**src/rtl/pipeline_pkg.sv**
```systemverilog
// Shared pipeline types: hazard FSM states, forward selects and register address helpers.
package pipeline_pkg;

  localparam int REG_ADDR_W    = 5;
  localparam int STALL_CNT_W   = 2;
  localparam int STALL_COUNT_W = 16;

  typedef enum logic [1:0] {
    RUN   = 2'd0,
    STALL = 2'd1,
    FLUSH = 2'd2
  } hazardState_t;

  typedef enum logic [1:0] {
    FWD_REGFILE   = 2'b00,
    FWD_WRITEBACK = 2'b01,
    FWD_MEMORY    = 2'b10
  } forwardSel_t;

  // Register 0 is hardwired, so it never creates a dependency.
  function automatic logic addrHit(input logic [REG_ADDR_W-1:0] src,
                                   input logic [REG_ADDR_W-1:0] dst,
                                   input logic                  writeEn);
    return writeEn && (src != '0) && (src == dst);
  endfunction

  function automatic forwardSel_t selectForward(input logic [REG_ADDR_W-1:0] src,
                                                input logic [REG_ADDR_W-1:0] memReg,
                                                input logic                  memWe,
                                                input logic [REG_ADDR_W-1:0] wbReg,
                                                input logic                  wbWe);
    if (addrHit(src, memReg, memWe)) return FWD_MEMORY;
    if (addrHit(src, wbReg, wbWe))   return FWD_WRITEBACK;
    return FWD_REGFILE;
  endfunction

endpackage

```
**src/rtl/forwarding_unit.sv**
```systemverilog
// Execute-stage operand bypass select; the younger Memory result wins over Writeback.
module forwarding_unit
  import pipeline_pkg::*;
(
  input  logic [REG_ADDR_W-1:0] rsExecute,
  input  logic [REG_ADDR_W-1:0] rtExecute,
  input  logic [REG_ADDR_W-1:0] writeRegMemory,
  input  logic                  regWriteMemory,
  input  logic [REG_ADDR_W-1:0] writeRegWriteback,
  input  logic                  regWriteWriteback,
  output logic [1:0]            forwardA,
  output logic [1:0]            forwardB
);

  logic [1:0][REG_ADDR_W-1:0] srcBus;
  logic [1:0][1:0]            selBus;

  assign srcBus = {rtExecute, rsExecute};

  generate
    for (genvar gi = 0; gi < 2; gi++) begin : gOperand
      assign selBus[gi] = selectForward(srcBus[gi], writeRegMemory, regWriteMemory,
                                        writeRegWriteback, regWriteWriteback);
    end
  endgenerate

  assign forwardA = selBus[0];
  assign forwardB = selBus[1];

endmodule

```
**src/rtl/hazard_controller.sv**
```systemverilog
// Pipeline stall/flush/forward control. Define FORWARDING_EN to enable bypassing,
// which reduces stalls to the single load-use bubble.
module hazard_controller
  import pipeline_pkg::*;
(
  input  logic                  clockMachine,
  input  logic                  resetMachine,
  input  logic [REG_ADDR_W-1:0] rsDecode,
  input  logic [REG_ADDR_W-1:0] rtDecode,
  input  logic [REG_ADDR_W-1:0] rsExecute,
  input  logic [REG_ADDR_W-1:0] rtExecute,
  input  logic [REG_ADDR_W-1:0] writeRegExecute,
  input  logic                  regWriteExecute,
  input  logic                  memReadExecute,
  input  logic [REG_ADDR_W-1:0] writeRegMemory,
  input  logic                  regWriteMemory,
  input  logic [REG_ADDR_W-1:0] writeRegWriteback,
  input  logic                  regWriteWriteback,
  input  logic                  branchTakenExecute,
  input  logic                  jumpDecode,
  output logic                  stallFetch,
  output logic                  stallDecode,
  output logic                  flushDecode,
  output logic                  flushExecute,
  output logic [1:0]            forwardA,
  output logic [1:0]            forwardB,
  output logic [15:0]           stallCount
);

  hazardState_t           stateReg, stateNext;
  logic [STALL_CNT_W-1:0] cntReg, cntNext;
  logic [STALL_COUNT_W-1:0] stallCountReg;
  logic                   hazard;
  logic [STALL_CNT_W-1:0] stallNeed;
  logic                   stallInt, flushDecodeInt, flushExecuteInt;
  logic [1:0]             fwdA, fwdB;
  logic                   unusedInputs;

`ifdef FORWARDING_EN
  // Only a load still in Execute cannot be bypassed in time.
  assign hazard    = memReadExecute &&
                     (addrHit(rsDecode, writeRegExecute, 1'b1) ||
                      addrHit(rtDecode, writeRegExecute, 1'b1));
  assign stallNeed = 2'd1;
  assign unusedInputs = regWriteExecute;

  forwarding_unit uForward (
    .rsExecute         (rsExecute),
    .rtExecute         (rtExecute),
    .writeRegMemory    (writeRegMemory),
    .regWriteMemory    (regWriteMemory),
    .writeRegWriteback (writeRegWriteback),
    .regWriteWriteback (regWriteWriteback),
    .forwardA          (fwdA),
    .forwardB          (fwdB)
  );
`else
  logic exHit, memHit;

  assign exHit     = addrHit(rsDecode, writeRegExecute, regWriteExecute) ||
                     addrHit(rtDecode, writeRegExecute, regWriteExecute);
  assign memHit    = addrHit(rsDecode, writeRegMemory, regWriteMemory) ||
                     addrHit(rtDecode, writeRegMemory, regWriteMemory);
  assign hazard    = exHit || memHit;
  assign stallNeed = exHit ? 2'd2 : 2'd1;
  assign fwdA      = FWD_REGFILE;
  assign fwdB      = FWD_REGFILE;
  assign unusedInputs = ^{rsExecute, rtExecute, writeRegWriteback, regWriteWriteback, memReadExecute};
`endif

  always_ff @(posedge clockMachine) begin
    if (resetMachine) begin
      stateReg      <= RUN;
      cntReg        <= '0;
      stallCountReg <= '0;
    end else begin
      stateReg <= stateNext;
      cntReg   <= cntNext;
      if (stallInt && (stallCountReg != '1))
        stallCountReg <= stallCountReg + 16'd1;
    end
  end

  // The detecting cycle already stalls once, so STALL only holds the remaining cycles.
  always_comb begin
    stateNext       = stateReg;
    cntNext         = cntReg;
    stallInt        = 1'b0;
    flushDecodeInt  = 1'b0;
    flushExecuteInt = 1'b0;
    if (branchTakenExecute) begin
      flushDecodeInt  = 1'b1;
      flushExecuteInt = 1'b1;
      cntNext         = '0;
      stateNext       = FLUSH;
    end else begin
      unique case (stateReg)
        RUN: begin
          if (hazard) begin
            stallInt        = 1'b1;
            flushExecuteInt = 1'b1;
            cntNext         = stallNeed - 2'd1;
            if (stallNeed > 2'd1) stateNext = STALL;
          end else if (jumpDecode) begin
            flushDecodeInt = 1'b1;
          end
        end
        STALL: begin
          stallInt        = 1'b1;
          flushExecuteInt = 1'b1;
          if (cntReg > 2'd1) begin
            cntNext = cntReg - 2'd1;
          end else if (hazard && (stallNeed > 2'd1)) begin
            cntNext = stallNeed - 2'd1;
          end else begin
            cntNext   = '0;
            stateNext = RUN;
          end
        end
        FLUSH: begin
          stateNext = RUN;
        end
        default: begin
          cntNext   = '0;
          stateNext = RUN;
        end
      endcase
    end
  end

  assign stallFetch   = !resetMachine && stallInt;
  assign stallDecode  = !resetMachine && stallInt;
  assign flushDecode  = !resetMachine && flushDecodeInt;
  assign flushExecute = !resetMachine && flushExecuteInt;
  assign forwardA     = resetMachine ? 2'b00 : fwdA;
  assign forwardB     = resetMachine ? 2'b00 : fwdB;
  assign stallCount   = resetMachine ? 16'd0 : stallCountReg;

endmodule
```
**config.mk**
```make
export PLATFORM = sky130hd
export DESIGN_NAME = hazard_controller
export DESIGN_NICKNAME = d
export VERILOG_FILES = /design/src/rtl/pipeline_pkg.sv /design/src/rtl/forwarding_unit.sv /design/src/rtl/hazard_controller.sv
export SDC_FILE = /design/constraint.sdc
export NUM_CORES = 1
export LEC_CHECK = 0
export BUFFER_PORTS_ARGS = -buffer_cell sky130_fd_sc_hd__buf_2
export CORE_MARGIN = 2
export CORE_UTILIZATION = 46
export DETAILED_ROUTE_END_ITERATION = 7
export GPL_TIMING_DRIVEN = 0
export PLACE_DENSITY_LB_ADDON = 0.2
export SLEW_MARGIN = 20
export SYNTH_ARGS = -nofsm -noshare
export SYNTH_HDL_FRONTEND = slang
export SYNTH_SLANG_ARGS = --single-unit
```
**constraint.sdc**
```tcl
create_clock -name clockMachine -period 3.7 [get_ports clockMachine]
set_clock_uncertainty 0.05 [all_clocks]
set_input_delay 0.925 -clock clockMachine [delete_from_list [all_inputs] [get_ports clockMachine]]
set_output_delay 0.925 -clock clockMachine [all_outputs]
set_load 0.005 [all_outputs]
```
# == Word-level counts from Yosys, hierarchy flattened ==
# Index checks and enable logic that the tools add are counted.
# word_totals
register_bits,20
input_bits,43
output_inout_bits,24
word_cells,69
# classes
n_addsub,3
magnitude_cmp,2
n_eq_ne,15
muxes,20
bitwise_logic,1
reduce_logical,24
# ops
operator,count
5-bit equality test,4
2-bit two-way mux,9
16-bit by 1-bit adder with 16-bit output (second input constant),1
16-bit two-way mux,1
16-bit inequality test (second input constant),1
1-bit logical AND,13
3-bit inequality test (second input constant),4
5-bit nonzero test,2
2-bit inequality test (second input constant),4
4-bit AND reduction,2
1-bit two-way mux,7
2-bit one-hot mux with 3 select lines,1
2-bit by 1-bit greater-than comparator with 1-bit output (second input constant),2
2-bit one-hot mux with 2 select lines,1
2-bit by 1-bit subtractor with 2-bit output (second input constant),2
1-bit logical OR,3
2-bit by 1-bit equality test with 1-bit output (second input constant),1
2-bit equality test (second input constant),1
2-bit zero test,1
1-bit one-hot mux with 2 select lines,1
2-bit AND reduction,1
2-bit OR reduction,1
1-bit zero test,1
1-bit NOT,1

# == Depth between registers and ports, before layout ==
# Gate-level depths: netlist of the first run.
# logic_depth
ltp_word,11
depth_mapped,8
mapped_depth_nobuf,8

# == Least setup slack after synthesis of the first run ==
# No wires, ideal clock.
# synth_timing
path_kind,input to output
start,in rsDecode[1]
end,out flushExecute
arrival_ps,2541
required_time_ps,2725
slack_ps,184
stages,8
path_buffers,1
cell_sequence,or4_1 nor2_2 nor4_2 nor4_4 and2_1 buf_6 nor2_1 o21ba_2
# synth_via
elab_chain_len,9
word_cells_on_any_way,14
classes_between,eq/ne: 2; mux: 3; reduce/logical: 9
# synth_rtl
item,line,rtl
start: declaration,hazard_controller.sv:8,"input logic [REG_ADDR_W-1:0] rsDecode,"
5-bit nonzero test,pipeline_pkg.sv:24,return writeEn && (src != '0) && (src == dst);
1-bit logical AND (2 in series),pipeline_pkg.sv:24,
"1-bit logical OR, on equally long branches","hazard_controller.sv:60, hazard_controller.sv:62",
1-bit logical OR (*),hazard_controller.sv:64,assign hazard = exHit || memHit;
1-bit two-way mux (*),hazard_controller.sv:99,if (hazard) begin
1-bit one-hot mux with 2 select lines (*),hazard_controller.sv:97,unique case (stateReg)
1-bit two-way mux (*),hazard_controller.sv:91,if (branchTakenExecute) begin
1-bit logical AND (*),hazard_controller.sv:134,assign flushExecute = !resetMachine && flushExecuteInt;
end: declaration,hazard_controller.sv:24,"output logic flushExecute,"
# Mark *: on every way between the ends. The rest lies on a longest branch, timed or not.

# == Worst setup path in the final report of the first run ==
# layout_timing
start,in rtDecode[3]
end,out flushExecute
# layout_via
elab_chain_len,9
word_cells_on_any_way,14
classes_between,eq/ne: 2; mux: 3; reduce/logical: 9
# layout_rtl
item,line,rtl
start: declaration,hazard_controller.sv:9,"input logic [REG_ADDR_W-1:0] rtDecode,"
5-bit nonzero test,pipeline_pkg.sv:24,
1-bit logical AND (2 in series),pipeline_pkg.sv:24,
"1-bit logical OR, on equally long branches","hazard_controller.sv:60, hazard_controller.sv:62",
1-bit logical OR (*),hazard_controller.sv:64,
1-bit two-way mux (*),hazard_controller.sv:99,
1-bit one-hot mux with 2 select lines (*),hazard_controller.sv:97,
1-bit two-way mux (*),hazard_controller.sv:91,
1-bit logical AND (*),hazard_controller.sv:134,
# Marks and branches as above.

==> impl_metrics.ini, run 1 <==
[run_status]
outcome = completed

[synthesis]
synth_top_area_share_pct = 28.37
synthCells = 169
yosys.area.top_type = dfxtp_1
yosys_warnings = 0
syn-cell-area_mm2 = 0.001411
synth_edf_count = 0
ys_seq_area_share_pct = 28.37
yosys_most_used_dff = dfxtp_1
ys_ff_latch = 20
synth.area.top_cells = dfxtp_1, xnor2_1, nor2b_1, nor2_1, xor2_1
async_flop_share_pct = 0
syn_avg_cell_area_um2 = 8.351
synth_cell_types = 37

[critical_path]
worstSetupPathType = primary input to output pin
critPathCaptureType = output pin
cp_cell_sequence = buf_4 > or4_4 > nor2_4 > nor4_4 > nor4_4 > and2_4 > nor2_4 > o21ba_4 > buf_6
startpoint = rtDecode[3]
cpMaxStageDelayCell = or4_4
worstPathRequired_ns = 2.72
cp-start-kind = primary input
slowest_delay_ns = 0.55
worstPathArrival_ns = 2.65
worstPathMaxFanout = 4
rr_startpoint = stallCountReg[0]

[pwr]
leakagePower_nw = 0.7864
p_per_area_mw_per_mm2 = 269.1
finalPower_w = 0.0004940
ir_worst_vdd_uv = 200.3

[global_routing]
antenna_found_initial = 0
grt_util_met1_pct = 25.74
gr-usage-met3_pct = 2.838
grt-ovfl-total = 0
grt_start_max_net_pins = 13
grt_pass1_wl_um = 5837
top_usage_layer = met2
track_usage_pct = 21.65
met2_usage_pct = 38.46
grt_pass1_vias = 1395

[route]
vias_per_cell = 5.409
first_pass_iters = 4
drt-wirelength-per-cell_um = 13.06
drt_iter0_markers = 34
antenna_left = 0
drc = 0
vias = 1374
wirelength_um = 3317

[sta]
worst_hold_slack_ns = 0.4069
hold_violations = 0
finalCritPeriodShare_pct = 98.11
finalSetupViolCount = 0
fmax_mhz = 275.5
slew_viol_final = 0
period_needed_ns = 3.630

[placement]
dpl.cell_count = 249
postPlaceCellArea_mm2 = 0.001684
gp_congestion = 0.8629
io_buffer_count = 44
hpwlAfterDp_um = 2593

[clocking]
clockBufferDepth = 2
clock_sinks = 20
cts_root_buffer = clkbuf_4
ctsHoldBuffers = 0
cts_tree = done
cts_max_level = 1
cts_made_buffers = 3
clk_latency_ns = 0.32
path_clk_slew_ns = 0.11

[min_path]
hold_class = flop to flop
hold_start = cntReg[1]

[final_layout]
finalNonFillerCells = 254
nets = 266
final_design_area_no_fill_mm2 = 0.001836
num_antenna_cells = 0
mostFrequentLayoutCells = buf_2, nor2_1, dfxtp_1
final_util_pct = 61.64
final_common_cell = buf_2
syn2layout_area_growth_pct = 30.05
drive_above_1_share_pct = 36.65
fill_cells = 275

[floorplan]
die_area_mm2 = 0.003527
rows = 20
io_pins = 67
die_width_um = 59.39
initial_core_util_pct = 47.39
core-area_mm2 = 0.002978
die_h_um = 59.39

[run]
cap_violations = 0
area by class of cell:
type / count / area (µm²) / share of cell area (%)
plain buffers: 9 / 52.55 / 2.863
flip-flops and latches: 20 / 400.4 / 21.81
well taps: 33 / 41.29 / 2.249
repair buffers: 46 / 260.3 / 14.18
clock buffers: 3 / 22.52 / 1.227
multi-input cells: 139 / 1017 / 55.42
clock inverters: 1 / 30.03 / 1.636
inverters: 3 / 11.26 / 0.6135
flip-flops by register name, summed over array words and instances (netlist names):
name           cells
stallCountReg     16
cntReg             2
stateReg           2
repair_timing:
action,in CTS,in global routing
gates cloned,0,0
endpoints found under the hold margin,0,0
pin swaps,7,7
buffers inserted,2,0
resized for setup,11,9
endpoints found under the setup margin,4,4
cell families after synthesis:
group | Yosys count | synth area share [%]
DFF | 20 | 28.37
other | 1 | 0.2657
and+or+nand+nor | 85 | 34.49
buffers and inverters | 13 | 5.319
muxes | 11 | 9.308
xor gates and xnor gates | 23 | 14.27
adders and majority gates | 1 | 0.8864
AOI/OAI and AO/OA | 15 | 7.092
where the power goes:
group          total [W]  internal [W]  switching (W)
logic          0.0000916     0.0000438      0.0000478
clock network   0.000184      0.000110      0.0000742
registers       0.000219      0.000217     0.00000202
Yosys cell counts, types with 6 or more instances:
master	instances
nor2_1	21
xnor2_1	15
nand3_1	6
nand4_1	8
xor2_1	8
mux2_2	6
dfxtp_1	20
nand2_1	8
nor4_1	6
nor2b_1	17
a21oi_1	6
routing by layer:
metal | share of wire [%] | vias to the layer above
li1 | - | 688
met1 | 44 | 635
met2 | 50 | 42
met3 | 4.0 | 9
met4 | 2.4 | 0
met5 | 0 | -
metrics by stage:
stage | setup TNS (ns) | setup slack, ns
detailed placement | -0.7199 | -0.2511
global placement | -0.6117 | -0.2174
CTS | -0.01445 | -0.01445
global route | -0.001771 | -0.001771
finish | 0 | 0.07010
floorplan | 0 | 0.1842
critical path: cells and delay by family:
family	cells	cell delay (ns)
buf+inv	2	0.24
compound gates	1	0.20
simple gates	6	1.30
final timing paths:
kind / slack, ns / to / cells after the start
max: 0.07 / flushExecute / 9
min reg2reg: 0.41 / cntReg[1] / 2
min: 0.41 / cntReg[1] / 2
max reg2reg: 1.50 / stallCountReg[7] / 7
Note: power is estimated with default switching activity, not from simulation.
==> inputs of run 2 (changes only) <==
==> constraint.sdc (replaced) <==
create_clock -name clockMachine -period 3.7 [get_ports clockMachine]
set_clock_uncertainty 0.05 [all_clocks]
set_input_delay 0.37 -clock clockMachine [delete_from_list [all_inputs] [get_ports clockMachine]]
set_output_delay 0.37 -clock clockMachine [all_outputs]
set_load 0.005 [all_outputs]
==> run 2 against run 1 <==
Net effect: sequential power about the same; largest cell class unchanged; highest routed layer unchanged; largest power group unchanged; global-route usage is essentially flat; clock power about the same; via count decreased by 0.73%; count of clock-buffer cells in the layout unchanged; combinational power fell by 13%; maximum frequency up 28%; die area is the same.
==> impl_metrics.ini, run 2 (same netlist as run 1, synthesis figures left out) <==
[sta]
finalCritPeriodShare_pct = 76.82
hold_violations = 0
finalSetupViolCount = 0
slew_headroom_pct = 66.12
tns_ns = 0
period_needed_ns = 2.842
worst-slew-pin-transition_ns = 0.5035
setup_slack_ns = 0.8578
worst_hold_slack_ns = 0.3131
fmax_mhz = 351.8
rsz0062_at_grt = no
slew_viol_final = 0

[critical_path]
cp-start-kind = primary input
worstSetupPathType = primary input to output pin
worstPathMaxFanout = 8
worstPathArrival_ns = 2.42
r2r_cells = 7
critPathCaptureType = output pin
worstPathRequired_ns = 3.28

[placement]
hpwlAfterDp_um = 2593
pre_cts_slack_ns = 0.8589
io_buffer_count = 44
gp_congestion = 0.8629
postPlaceCellArea_mm2 = 0.001684

[global_routing]
grt_pass1_wl_um = 5823
grt-ovfl-total = 0
antenna_found_initial = 0
grt_start_max_net_pins = 13
grt_pass1_vias = 1363
track_usage_pct = 21.60

[floorplan]
initial_core_util_pct = 47.39
die_width_um = 59.39
die_area_mm2 = 0.003527
io_pins = 67
die_h_um = 59.39
core-area_mm2 = 0.002978
rows = 20

[route]
drt_iter0_markers = 30
drt-wirelength-per-cell_um = 13.00
drc = 0
vias = 1364
antenna_left = 0
first_pass_iters = 4
vias_per_cell = 5.391
wirelength_um = 3290

[final_layout]
fill_cells = 291
mostFrequentLayoutCells = buf_2, nor2_1, dfxtp_1
top_register = stallCountReg
final_common_cell = buf_2
final_design_area_no_fill_mm2 = 0.001737
seqCellArea_um2 = 400.4
syn2layout_area_growth_pct = 23.05
largest_reg_flops = 16
num_antenna_cells = 0
nets = 265
multiInputGateArea_um2 = 947.2
reg_top3 = stallCountReg: 16 flops, cntReg: 2 flops, stateReg: 2 flops
drive_above_1_share_pct = 33.18

[min_path]
hold_class = primary input to flop
hold_depth = 2

[clocking]
clockBufferDepth = 2
clock_sinks = 20
cts_max_level = 1
cts_made_buffers = 3
cts_tree = done
clk_latency_ns = 0.32
path_clk_slew_ns = 0.13
cts_root_buffer = clkbuf_4
cts_resized = 0
ctsHoldBuffers = 0
cts_setup_buffers = 0

[run]
cap_violations = 0

[pwr]
leakagePower_nw = 0.7657
ir_worst_vdd_uv = 198.4
p_per_area_mw_per_mm2 = 277.2
finalPower_w = 0.0004814

[run_status]
outcome = completed
==> run 2: path summary, 6_finish.rpt <==
path                 startpoint                to  slack (ns)
max                 rsDecode[1]      flushExecute        0.86
min          branchTakenExecute       stateReg[0]        0.31
max reg2reg    stallCountReg[0]  stallCountReg[7]        1.48
min reg2reg           cntReg[1]         cntReg[1]        0.41
==> run 2: report_power, final <==
part	switching (W)	total, W	internal (W)
clock network	0.0000736	0.000183	0.000110
logic	0.0000428	0.0000800	0.0000372
registers	0.00000165	0.000218	0.000217
total	0.000118	0.000481	0.000363
==> run 2: stage by stage <==
stage,util (%),cells
floorplan,-,172
global placement,56.55,249
detailed placement,56.55,249
CTS,58.32,253
global route,58.32,253
finish,58.32,253
==> run 2: final cells by class <==
cell class / instances / area share (%)
Multi-Input combinational cell: 139 / 54.54
Sequential cell: 20 / 23.05
Timing Repair Buffer: 44 / 12.68
Buffer: 10 / 3.674
Tap cell: 33 / 2.378
Clock inverter: 1 / 1.729
Clock buffer: 3 / 1.297
Inverter: 3 / 0.6484
==> run 2: per-layer routing <==
layer	global-route usage [%]	share of wire [%]
met1	26.55	44
met2	37.99	50
met3	2.620	4.5
met4	8.442	1.6
met5	0	0
==> run 2: critical path, stage by stage <==
cell     delay, ns
buf_2         0.12
or4_1         0.54
nor2_2        0.13
nor4_2        0.08
nor4_4        0.48
and2_1        0.21
buf_6         0.12
nor2_1        0.04
o21ba_2       0.20
buf_2         0.12
